<file path="src/rtl/bp_fe_pkg.sv">
// rtl/bp_fe_pkg.sv - shared front-end constants for the fetch queue and its instantiators
package bp_fe_pkg;

  // Width of one bp_fe_pc_gen_queue_s message; instantiators set msg_width_p from this
  localparam int bp_fe_pc_gen_queue_width_gp = 104;
  localparam int bp_fe_fetch_queue_els_gp    = 8;

endpackage

</file>
<file path="src/rtl/bp_fe_fetch_queue_ptr.sv">
// rtl/bp_fe_fetch_queue_ptr.sv - wrap-bit pointer counter with increment and clear
module bp_fe_fetch_queue_ptr #(
  parameter int width_p = 4
) (
  input  logic               clk_i,
  input  logic               reset_i,
  input  logic               clear_i,
  input  logic               inc_i,
  output logic [width_p-1:0] ptr_o
);

  logic [width_p-1:0] r_ptr;

  // The top bit is the wrap flag; natural overflow gives modulo 2*els_p
  always_ff @(posedge clk_i) begin
    if (reset_i || clear_i) begin
      r_ptr <= '0;
    end else if (inc_i) begin
      r_ptr <= r_ptr + width_p'(1);
    end
  end

  assign ptr_o = r_ptr;

endmodule

</file>
<file path="src/rtl/bp_fe_fetch_queue.sv">
// rtl/bp_fe_fetch_queue.sv - PC-gen to backend decoupling FIFO with flush; BP_FE_FETCH_QUEUE_BYPASS_EN adds empty-queue pass-through
module bp_fe_fetch_queue
  import bp_fe_pkg::*;
#(
  parameter  int msg_width_p  = bp_fe_pc_gen_queue_width_gp,
  parameter  int els_p        = bp_fe_fetch_queue_els_gp,
  localparam int ptr_width_lp = $clog2(els_p),
  localparam int cnt_width_lp = $clog2(els_p + 1)
) (
  input  logic                    clk_i,
  input  logic                    reset_i,
  input  logic [msg_width_p-1:0]  fe_queue_i,
  input  logic                    fe_queue_v_i,
  output logic                    fe_queue_ready_o,
  output logic [msg_width_p-1:0]  fe_queue_o,
  output logic                    fe_queue_v_o,
  input  logic                    fe_queue_yumi_i,
  input  logic                    flush_i,
  output logic [cnt_width_lp-1:0] count_o
);

  logic [msg_width_p-1:0] r_mem [els_p];

  logic [ptr_width_lp:0] w_wptr;
  logic [ptr_width_lp:0] w_rptr;
  logic                  w_empty;
  logic                  w_full;
  logic                  w_enq;
  logic                  w_deq;
  logic                  w_bypass;

  assign w_empty = (w_wptr == w_rptr);
  assign w_full  = (w_wptr[ptr_width_lp-1:0] == w_rptr[ptr_width_lp-1:0])
                 & (w_wptr[ptr_width_lp] != w_rptr[ptr_width_lp]);

  // Deliberately independent of yumi so a full queue never accepts on a dequeue cycle
  assign fe_queue_ready_o = ~w_full & ~flush_i & ~reset_i;

`ifdef BP_FE_FETCH_QUEUE_BYPASS_EN
  assign w_bypass     = w_empty & fe_queue_v_i & ~flush_i & ~reset_i;
  assign fe_queue_v_o = ~w_empty | w_bypass;
  assign fe_queue_o   = w_bypass ? fe_queue_i : r_mem[w_rptr[ptr_width_lp-1:0]];
  // A bypassed message consumed the same cycle never touches storage
  assign w_enq        = fe_queue_v_i & fe_queue_ready_o & ~(w_bypass & fe_queue_yumi_i);
`else
  assign w_bypass     = 1'b0;
  assign fe_queue_v_o = ~w_empty;
  assign fe_queue_o   = r_mem[w_rptr[ptr_width_lp-1:0]];
  assign w_enq        = fe_queue_v_i & fe_queue_ready_o;
`endif

  assign w_deq = fe_queue_yumi_i & ~w_empty & ~flush_i & ~reset_i;

  always_ff @(posedge clk_i) begin
    if (w_enq) begin
      r_mem[w_wptr[ptr_width_lp-1:0]] <= fe_queue_i;
    end
  end

  bp_fe_fetch_queue_ptr #(.width_p(ptr_width_lp + 1)) u_wptr (
    .clk_i   (clk_i),
    .reset_i (reset_i),
    .clear_i (flush_i),
    .inc_i   (w_enq),
    .ptr_o   (w_wptr)
  );

  bp_fe_fetch_queue_ptr #(.width_p(ptr_width_lp + 1)) u_rptr (
    .clk_i   (clk_i),
    .reset_i (reset_i),
    .clear_i (flush_i),
    .inc_i   (w_deq),
    .ptr_o   (w_rptr)
  );

  assign count_o = cnt_width_lp'(w_wptr - w_rptr);

`ifndef SYNTHESIS
  always @(posedge clk_i) begin
    if (!reset_i) begin
      assert (!(fe_queue_yumi_i && !fe_queue_v_o));
    end
  end
`endif

endmodule

</file>
<file path="config.mk">
export PLATFORM = sky130hd
export DESIGN_NAME = bp_fe_fetch_queue
export DESIGN_NICKNAME = d
export VERILOG_FILES = /design/src/rtl/bp_fe_pkg.sv /design/src/rtl/bp_fe_fetch_queue_ptr.sv /design/src/rtl/bp_fe_fetch_queue.sv
export SDC_FILE = /design/constraint.sdc
export NUM_CORES = 1
export LEC_CHECK = 0
export ABC_AREA = 1
export BUFFER_PORTS_ARGS = -buffer_cell sky130_fd_sc_hd__buf_2
export CAP_MARGIN = 20
export CORE_MARGIN = 3
export CORE_UTILIZATION = 35
export CTS_CLUSTER_DIAMETER = 120
export DETAILED_ROUTE_END_ITERATION = 16
export PLACE_DENSITY = 0.56
export RECOVER_POWER = 100
export SLEW_MARGIN = 20
export SYNTH_ARGS = -nofsm -noshare
export SYNTH_HDL_FRONTEND = slang
export SYNTH_SLANG_ARGS = --single-unit
</file>
<file path="constraint.sdc">
create_clock -name clk_i -period 20.2 [get_ports clk_i]
set_clock_uncertainty 0.15 [all_clocks]
set_input_delay 1.01 -clock clk_i [delete_from_list [all_inputs] [get_ports clk_i]]
set_output_delay 1.01 -clock clk_i [all_outputs]
set_load 0.02 [all_outputs]
</file>
==> flow_summary_export.csv, run 1 <==
group,metric,value,unit
final_layout,seq_area,0.0252,sq mm
hold_path,hold_class,"flip-flop to flip-flop",
global_routing,grt_first_pass_wirelength,118,mm
setup_path,path_max_fanout,48,
logic_synthesis,netlist.top_cell.by_area,"edfxtp_1",
power,leakage,0.0125,uW
floorplanning,fp.dieH,314,um
timing,setup-tns-final,0,ns
clock_tree,clkSinkCount,843,
clock_tree,cts_setup_buffers,0,
clock_tree,tritoncts,"done",
detailed_routing,dr.pass1.iters,5,
final_layout,drive_gt1_share,4.80,%
floorplanning,fp.dieW,314,um
global_routing,grt_usage,15.5,%
floorplanning,rows,112,
power,power.density,95.6,mW/mm^2
setup_path,r2r_end,"r_mem[6][40]",
global_routing,grt_pass1_vias,19833,
global_routing,grt_max_degree,216,
final_layout,final_core_util,40.3,%
clock_tree,ctsResizeCount,0,
run,max_cap_violations,19,
clock_tree,holdBufCountCts,0,
setup_path,reg2reg_depth,9,
detailed_routing,drt-wirelength-per-cell,18.6,um
setup_path,start_kind,"flip-flop",
hold_path,whs_path_depth,2,
setup_path,rrSetupSlack,11.52,ns
placed_design,io_buffers,218,
logic_synthesis,synth.most_common_cell,"edfxtp_1",
clock_tree,clock_latency,0.63,ns
logic_synthesis,synth_edf_count,832,
logic_synthesis,seq_area_frac_synth,76.1,%
detailed_routing,ant_nets,0,
power,power.ir.vdd_worst,0.0657,mV
final_layout,fillers,8994,
logic_synthesis,async_reset_ff_share,0,%
logic_synthesis,ys_warn_count,0,
clock_tree,cts_buffers,91,
logic_synthesis,synth_top_cells_by_count,"edfxtp_1 (832), nor2_1 (638), o21ai_0 (357)",
logic_synthesis,synth_nets,2772,
final_layout,multiInputGateArea,0.00704,sq mm
floorplanning,dieArea,0.0983,sq mm
placed_design,hpwl,38.2,mm
detailed_routing,viasPerCell,4.90,
clock_tree,htree_levels,3,
timing,worstMarginPinSlew,8.08,ns
detailed_routing,num_vias,20371,
logic_synthesis,synth-main-ff-cell,"edfxtp_1",
clock_tree,root_buffer,"clkbuf_16",
setup_path,crit_type,"flip-flop to flip-flop",
setup_path,crit_arrival,8.69,ns
timing,final_max_slew_viol_count,965,
placed_design,gp_congestion,0.723,
timing,slew_headroom,-439,%
logic_synthesis,synth.top_cell.area_share,75.5,%
floorplanning,start_util,35.4,%
final_layout,area_growth,13.9,%
setup_path,timing.rr.start,"u_wptr.ptr_o[0]",
logic_synthesis,synth.area.top_cells,"edfxtp_1 (75%), nor2_1 (7.2%), o21ai_0 (5.4%)",
timing,rsz0062_at_grt,"no",
logic_synthesis,ys_ff_latch,843,
logic_synthesis,synth.avg_cell_area,12.5,sq um
timing,setup_viol,0,
timing,final.min_clock_period,8.68,ns
logic_synthesis,syn_area,0.0331,sq mm
logic_synthesis,syn_inst,2657,
floorplanning,core,0.0936,sq mm
timing,hold_viol,0,
status,violations,"max-capacitance violations, max-slew violations",
setup_path,required,20.21,ns
global_routing,antenna_found_initial,6,
floorplanning,io_pins,219,
timing,finalCritPeriodShare,43.0,%
setup_path,cp-end-kind,"flip-flop",
detailed_routing,wl,77.3,mm
logic_synthesis,synthDistinctLibCells,23,
timing,max_freq,115,MHz
clock_tree,cts.clk_slew.worst_paths,0.06,ns
hold_path,hold_start,"u_wptr.ptr_o[3]",
detailed_routing,first_iter_violations,1823,
global_routing,grt_overflow,0,
final_layout,fin_nets,2947,
clock_tree,clockBufferDepth,3,
hold_path,whs_endpoint,"u_wptr.ptr_o[3]",
detailed_routing,remaining_drc_errors,0,
status,status,"finished, violations left",
## how the worst max path moves through the flow
stage,startpoint,end,slack [ns],cells after the start
after floorplan,reset_i,r_mem[4][0],10.59,4
after global placement,reset_i,r_mem[6][32],15.20,6
after detailed placement,reset_i,r_mem[6][9],15.09,6
after CTS,flip-flop,fe_queue_o[3],15.03,9
after global routing,u_wptr.ptr_o[0],r_mem[6][35],10.71,9
final,u_wptr.ptr_o[0],r_mem[6][40],11.52,9
## placed cells by master, fill, tap and decap left out
cell type,netlist,layout
nand3_1,7,7
clkinv_1,0,24
clkinvlp_4,0,1
fa_1,1,1
nor3_2,0,1
nand4_1,5,5
clkinv_4,0,1
o21ai_0,357,357
dfxtp_1,11,9
bufinv_16,0,5
inv_6,0,2
a21oi_1,5,5
buf_4,3,9
inv_8,0,1
clkbuf_1,98,245
buf_2,31,7
inv_1,15,15
clkbuf_16,0,95
xnor2_1,2,2
nand2_1,338,338
dfxtp_4,0,2
buf_12,0,2
o21ai_1,269,269
ha_1,5,5
xor2_1,1,1
nor2_1,638,638
diode_2,0,7
o21a_1,1,1
clkinv_2,0,12
nor3_1,6,5
clkinvlp_2,0,1
edfxtp_1,832,832
## cells by family after synthesis
group           after synthesis  synth area share (%)
compound gates              632                  9.56
xor+xnor                      3                0.0794
fa+ha+maj                     6                 0.249
buf+inv                     179                  2.60
flops                       843                  76.1
simple gates                994                  11.4
## where the power goes
part | internal, uW | total (uW) | switching, uW
clock network | 915 | 1570 | 651
logic | 23.9 | 102 | 78.3
registers | 1930 | 1930 | 2.57
total | 2870 | 3600 | 732
## sequential cells by signal, summed over array words and instances, names as in the netlist, named ones only
signal        cells
r_mem           832
u_wptr.ptr_o      4
u_rptr.ptr_o      4
## per-layer routing
layer	vias to the layer above	global-route usage (%)	share of wire [%]
met2	531	25.2	47
met5	-	0	0.043
met1	9953	21.2	45
li1	9759	-	-
met3	124	2.87	5.4
met4	4	4.55	2.3
## worst max-delay path, stage by stage, from the launching register on
cell and delay, ns:
dfxtp_1 0.47, inv_1 0.18, ha_1 0.32, inv_1 0.07
nor2_1 0.07, nand2_1 0.10, nand3_1 0.33, nor2_1 1.64
clkbuf_1 2.11, clkbuf_1 2.63
## metrics by stage
step	setup slack, ns	cell area, sq um	hold WS [ns]	std cells	total power (uW)
CTS	15.03	38100	0.382	4152	3650
finish	11.52	37700	0.383	4159	3600
global route	10.71	37700	0.424	4154	3730
global placement	15.20	35300	0.380	3993	2080
floorplan	10.59	33100	0.344	2657	2020
detailed placement	15.09	35300	0.374	3993	2080
## area by class of cell
class	count	share of cell area [%]
antenna	7	0.0465
clock buffer	114	6.50
clock inverter	45	0.887
inverter	17	0.193
multi-input combinational	1635	18.7
sequential	843	66.9
tap	1254	4.16
timing repair buffer	244	2.63
No activity file was read; power rests on OpenSTA's default activity.
==> run 2, diff against run 1 <==
==> constraint.sdc (replaced) <==
create_clock -name clk_i -period 8.4 [get_ports clk_i]
set_clock_uncertainty 0.15 [all_clocks]
set_input_delay 0.42 -clock clk_i [delete_from_list [all_inputs] [get_ports clk_i]]
set_output_delay 0.42 -clock clk_i [all_outputs]
set_load 0.02 [all_outputs]
==> run 2 against run 1 <==
Highest routed layer unchanged. Count of clock-buffer cells in the layout down 7. The run still ends with max-capacitance violations, max-slew violations left. Sequential share of layout area shrank 2.0 points. Clock power increased by 140%. Power grew 140%. Largest cell class unchanged.
==> flow_summary_export.csv, run 2 (synthesis results as in run 1) <==
group,metric,value,unit
detailed_routing,num_vias,20479,
timing,hold_viol,0,
setup_path,reg2reg_depth,8,
floorplanning,dieArea,0.0983,sq mm
setup_path,r2r_end,"r_mem[7][80]",
final_layout,largest_register_ffs,832,
power,power.ir.vdd_worst,0.151,mV
floorplanning,core,0.0936,sq mm
timing,slew_headroom,-164,%
placed_design,io_buffers,218,
timing,final_max_slew_viol_count,925,
setup_path,crit_arrival,5.50,ns
global_routing,grt_overflow,0,
clock_tree,cts_buffers,90,
power,leakage,0.0131,uW
power,p_sw,1770,uW
hold_path,whs_path_depth,4,
final_layout,seq_area,0.0252,sq mm
clock_tree,htree_levels,3,
power,power.density,223,mW/mm^2
power,p_sw_share,20.5,%
floorplanning,rows,112,
global_routing,grt_max_degree,198,
timing,finalCritPeriodShare,72.3,%
global_routing,grt_usage,15.3,%
power,seqPwrFrac,53.8,%
final_layout,fin_nets,3053,
hold_path,whs_endpoint,"u_rptr.ptr_o[3]",
clock_tree,ctsResizeCount,0,
final_layout,fillers,8817,
setup_path,rrSetupSlack,2.45,ns
clock_tree,tritoncts,"done",
floorplanning,fp.dieH,314,um
timing,worstMarginPinSlew,3.96,ns
detailed_routing,drt-wirelength-per-cell,18.0,um
hold_path,hold_start,"flush_i",
timing,hold_slack,0.0538,ns
timing,final.min_clock_period,6.07,ns
clock_tree,root_buffer,"clkbuf_16",
clock_tree,clock_latency,0.62,ns
final_layout,layout_commonest_cell,"edfxtp_1",
status,violations,"max-capacitance violations, max-slew violations",
floorplanning,start_util,35.4,%
timing,setup-tns-final,0,ns
detailed_routing,first_iter_violations,1679,
clock_tree,cts.clk_slew.worst_paths,0.06,ns
floorplanning,fp.dieW,314,um
placed_design,gp_congestion,0.714,
setup_path,required,7.83,ns
detailed_routing,remaining_drc_errors,0,
final_layout,multiInputGateArea,0.00703,sq mm
power,comb_power_share,3.4,%
setup_path,crit_type,"flip-flop to output pin",
global_routing,antenna_found_initial,5,
timing,max_freq,165,MHz
final_layout,layout_common_cells,"edfxtp_1 (832), nor2_1 (638), o21ai_0 (432)",
power,intPower,6870,uW
detailed_routing,viasPerCell,4.80,
global_routing,grt_pass1_vias,20208,
floorplanning,io_pins,219,
detailed_routing,ant_nets,0,
setup_path,cp-end-kind,"output pin",
final_layout,area_growth,17.3,%
setup_path,path_max_fanout,184,
run,max_cap_violations,16,
clock_tree,clkSinkCount,843,
hold_path,hold_class,"input pin to flip-flop",
final_layout,drive_gt1_share,7.55,%
power,fin_total_pwr,8640,uW
timing,rsz0062_at_grt,"no",
placed_design,hpwl,38.0,mm
setup_path,start_kind,"flip-flop",
detailed_routing,wl,76.8,mm
status,status,"finished, violations left",
setup_path,timing.rr.start,"u_wptr.ptr_o[0]",
clock_tree,clockBufferDepth,3,
detailed_routing,dr.pass1.iters,6,
timing,setup_viol,0,
global_routing,grt_first_pass_wirelength,118,mm
power,p_clk_share,42.8,%
## run 2: stage by stage
| step | util, % | instances | area (sq um) | worst slack, ns |
|---|---|---|---|---|
| floorplan | - | 2657 | 33100 | -0.960 |
| global placement | 37.7 | 3994 | 35300 | 4.45 |
| detailed placement | 37.7 | 3994 | 35300 | 4.39 |
| CTS | 41.8 | 4261 | 39100 | 4.05 |
| global route | 41.5 | 4265 | 38800 | 1.91 |
| finish | 41.5 | 4265 | 38800 | 2.33 |
## run 2: critical path: stages (launching register included)
cell	delay [ns]
dfxtp_4	0.63
clkbuf_2	2.76
o21ai_0	0.46
o21ai_0	0.41
nand2_1	0.08
nand2_1	0.10
buf_2	0.16
## run 2: metal layers
metal,part of all wire (%),GRT usage (%),vias up,wire length (um)
met2,48,25.4,405,37000
met3,4.3,2.51,109,3310
met5,0.014,0,-,11
met4,2.1,4.29,2,1650
li1,-,-,9981,-
met1,45,20.9,9982,34800
## run 2: cell type report
cell class / count / share of cell area [%]
tap: 1254 / 4.04
antenna: 4 / 0.0258
clock inverter: 54 / 0.932
inverter: 17 / 0.190
sequential: 843 / 64.9
clock buffer: 107 / 6.13
timing repair buffer: 351 / 5.61
multi-input combinational: 1635 / 18.1
## run 2: worst max-delay path by stage
stage	end	slack, ns
after detailed placement	r_mem[7][73]	4.39
after CTS	fe_queue_o[74]	4.05
final	fe_queue_o[68]	2.33
after global placement	r_mem[7][73]	4.45
after global routing	fe_queue_o[8]	1.91
after floorplan	r_mem[4][0]	-0.96
## run 2: repair_timing
item | in CTS | in global routing
buffers inserted | 0 | 0
hold endpoints to repair | 838 | 0
hold buffers | 106 | 0
## run 2: power by group through the flow
stage	clock, uW	combinational, uW	sequential [uW]
6_report	3700	292	4650
5_1_grt	3980	327	4650
4_1_cts	3810	307	4640
3_5_place_dp	0	264	4730
3_3_place_gp	0	261	4730
2_1_floorplan	0	130	4740
==> run 3, diff against run 2 <==
==> constraint.sdc (replaced) <==
create_clock -name clk_i -period 5.7 [get_ports clk_i]
set_clock_uncertainty 0.15 [all_clocks]
set_input_delay 0.285 -clock clk_i [delete_from_list [all_inputs] [get_ports clk_i]]
set_output_delay 0.285 -clock clk_i [all_outputs]
set_load 0.02 [all_outputs]
==> run 3 against run 2 <==
The run still ends with max-capacitance violations, max-slew violations left. Global-route usage up 0.36 points. Critical path depth rose by 2. Worst setup slack worse by 1.3 ns. Largest cell class unchanged. Highest routed layer is now met4.
==> flow_summary_export.csv, run 3 (synthesis results as in run 1) <==
group,metric,value,unit
setup_path,cp-end-kind,"flip-flop",
setup_path,start_kind,"flip-flop",
floorplanning,rows,112,
detailed_routing,num_vias,20707,
placed_design,io_buffers,218,
final_layout,fillers,8890,
clock_tree,clkSinkCount,843,
timing,max_freq,216,MHz
global_routing,antenna_found_initial,2,
detailed_routing,dr.pass1.iters,5,
setup_path,crit_arrival,4.74,ns
setup_path,crit_type,"flip-flop to flip-flop",
setup_path,path_max_fanout,23,
power,power.density,329,mW/mm^2
global_routing,grt_first_pass_wirelength,120,mm
clock_tree,tritoncts,"done",
global_routing,grt_pass1_vias,20417,
detailed_routing,wl,78.0,mm
final_layout,area_growth,18.1,%
timing,worstMarginPinSlew,2.36,ns
hold_path,hold_class,"input pin to flip-flop",
clock_tree,clock_latency,0.63,ns
final_layout,largest_register_ffs,832,
timing,hold_viol,0,
final_layout,finish.instance_area,0.0391,sq mm
floorplanning,fp.dieW,314,um
floorplanning,fp.dieH,314,um
global_routing,grt_max_degree,209,
detailed_routing,ant_nets,0,
final_layout,layout_common_cells,"edfxtp_1 (832), nor2_1 (637), o21ai_0 (366)",
floorplanning,io_pins,219,
placed_design,placed_area,0.0357,sq mm
timing,setup_viol,0,
power,power.ir.vdd_worst,0.232,mV
run,max_cap_violations,9,
clock_tree,root_buffer,"clkbuf_16",
final_layout,drive_gt1_share,6.01,%
detailed_routing,remaining_drc_errors,0,
global_routing,grt_overflow,0,
detailed_routing,drt-wirelength-per-cell,18.2,um
placed_design,gp_congestion,0.721,
timing,rsz0062_at_grt,"no",
clock_tree,ctsResizeCount,0,
clock_tree,cts_buffers,91,
detailed_routing,first_iter_violations,1685,
floorplanning,dieArea,0.0983,sq mm
timing,final_max_slew_viol_count,680,
final_layout,fin_nets,3076,
timing,final.min_clock_period,4.63,ns
timing,setup-tns-final,0,ns
placed_design,hpwl,41.2,mm
final_layout,layout_commonest_cell,"edfxtp_1",
floorplanning,core,0.0936,sq mm
clock_tree,cts.clk_slew.worst_paths,0.06,ns
timing,slew_headroom,-57.5,%
setup_path,required,5.80,ns
clock_tree,clockBufferDepth,3,
floorplanning,start_util,35.4,%
status,status,"finished, violations left",
timing,finalCritPeriodShare,81.3,%
power,leakage,0.0131,uW
clock_tree,htree_levels,3,
detailed_routing,viasPerCell,4.83,
status,violations,"max-capacitance violations, max-slew violations",
final_layout,final_core_util,41.8,%
global_routing,grt_usage,15.7,%
[run 3: critical path: stages, from the launching register on]
cell	delay, ns
dfxtp_1	0.50
inv_1	0.22
ha_1	0.34
inv_1	0.07
nor2_1	0.07
nand2_1	0.11
nand3_1	0.47
nor2_1	1.54
clkbuf_2	0.75
[run 3: area by class of cell]
cell class,instances,area [sq um],share of cell area [%]
Antenna cell,2,5.00,0.0128
Clock buffer,117,2460,6.29
Clock inverter,43,349,0.893
Inverter,17,73.8,0.189
Multi-Input combinational cell,1635,7070,18.1
Sequential cell,843,25200,64.5
Tap cell,1254,1570,4.01
Timing Repair Buffer,373,2370,6.05
[run 3: timing repair]
| item | CTS | global route |
|---|---|---|
| hold buffers | 109 | 0 |
| buffers inserted | 0 | 0 |
| hold endpoints to repair | 843 | 0 |
[run 3: stage by stage]
stage / hold slack [ns] / power (uW) / instances / setup WS (ns)
final: 0.367 / 12900 / 4284 / 1.07
after global routing: 0.384 / 13300 / 4283 / 0.693
after CTS: 0.255 / 13100 / 4282 / 1.52
after detailed placement: 0.374 / 7380 / 4013 / 1.54
after global placement: 0.375 / 7380 / 4012 / 1.48
after floorplan: 0.234 / 7170 / 2657 / -0.957
[run 3: final timing paths]
kind                            slack [ns]              end  cells past startpoint             from
worst min register to register        0.39  u_wptr.ptr_o[3]                      2  u_wptr.ptr_o[3]
worst max register to register        1.07     r_mem[6][47]                      8  u_wptr.ptr_o[0]
worst max-delay path                  1.07     r_mem[6][47]                      8  u_wptr.ptr_o[0]
worst min-delay path                  0.37  u_wptr.ptr_o[0]                      6          flush_i
[run 3: metal layers]
metal | vias up | wire length [um] | share of wire (%) | global-route usage, %
met5 | - | 0 | 0 | 0
met4 | 0 | 1280 | 1.6 | 3.42
met3 | 93 | 3710 | 4.8 | 2.87
met2 | 461 | 36700 | 47 | 25.5
met1 | 10140 | 36300 | 47 | 22.1
li1 | 10013 | - | - | -
[run 3: where the power goes]
group / switching [uW] / internal [uW]
Clock: 2330 / 3260
Combinational: 303 / 136
Sequential: 9.09 / 6840
Total: 2650 / 10200
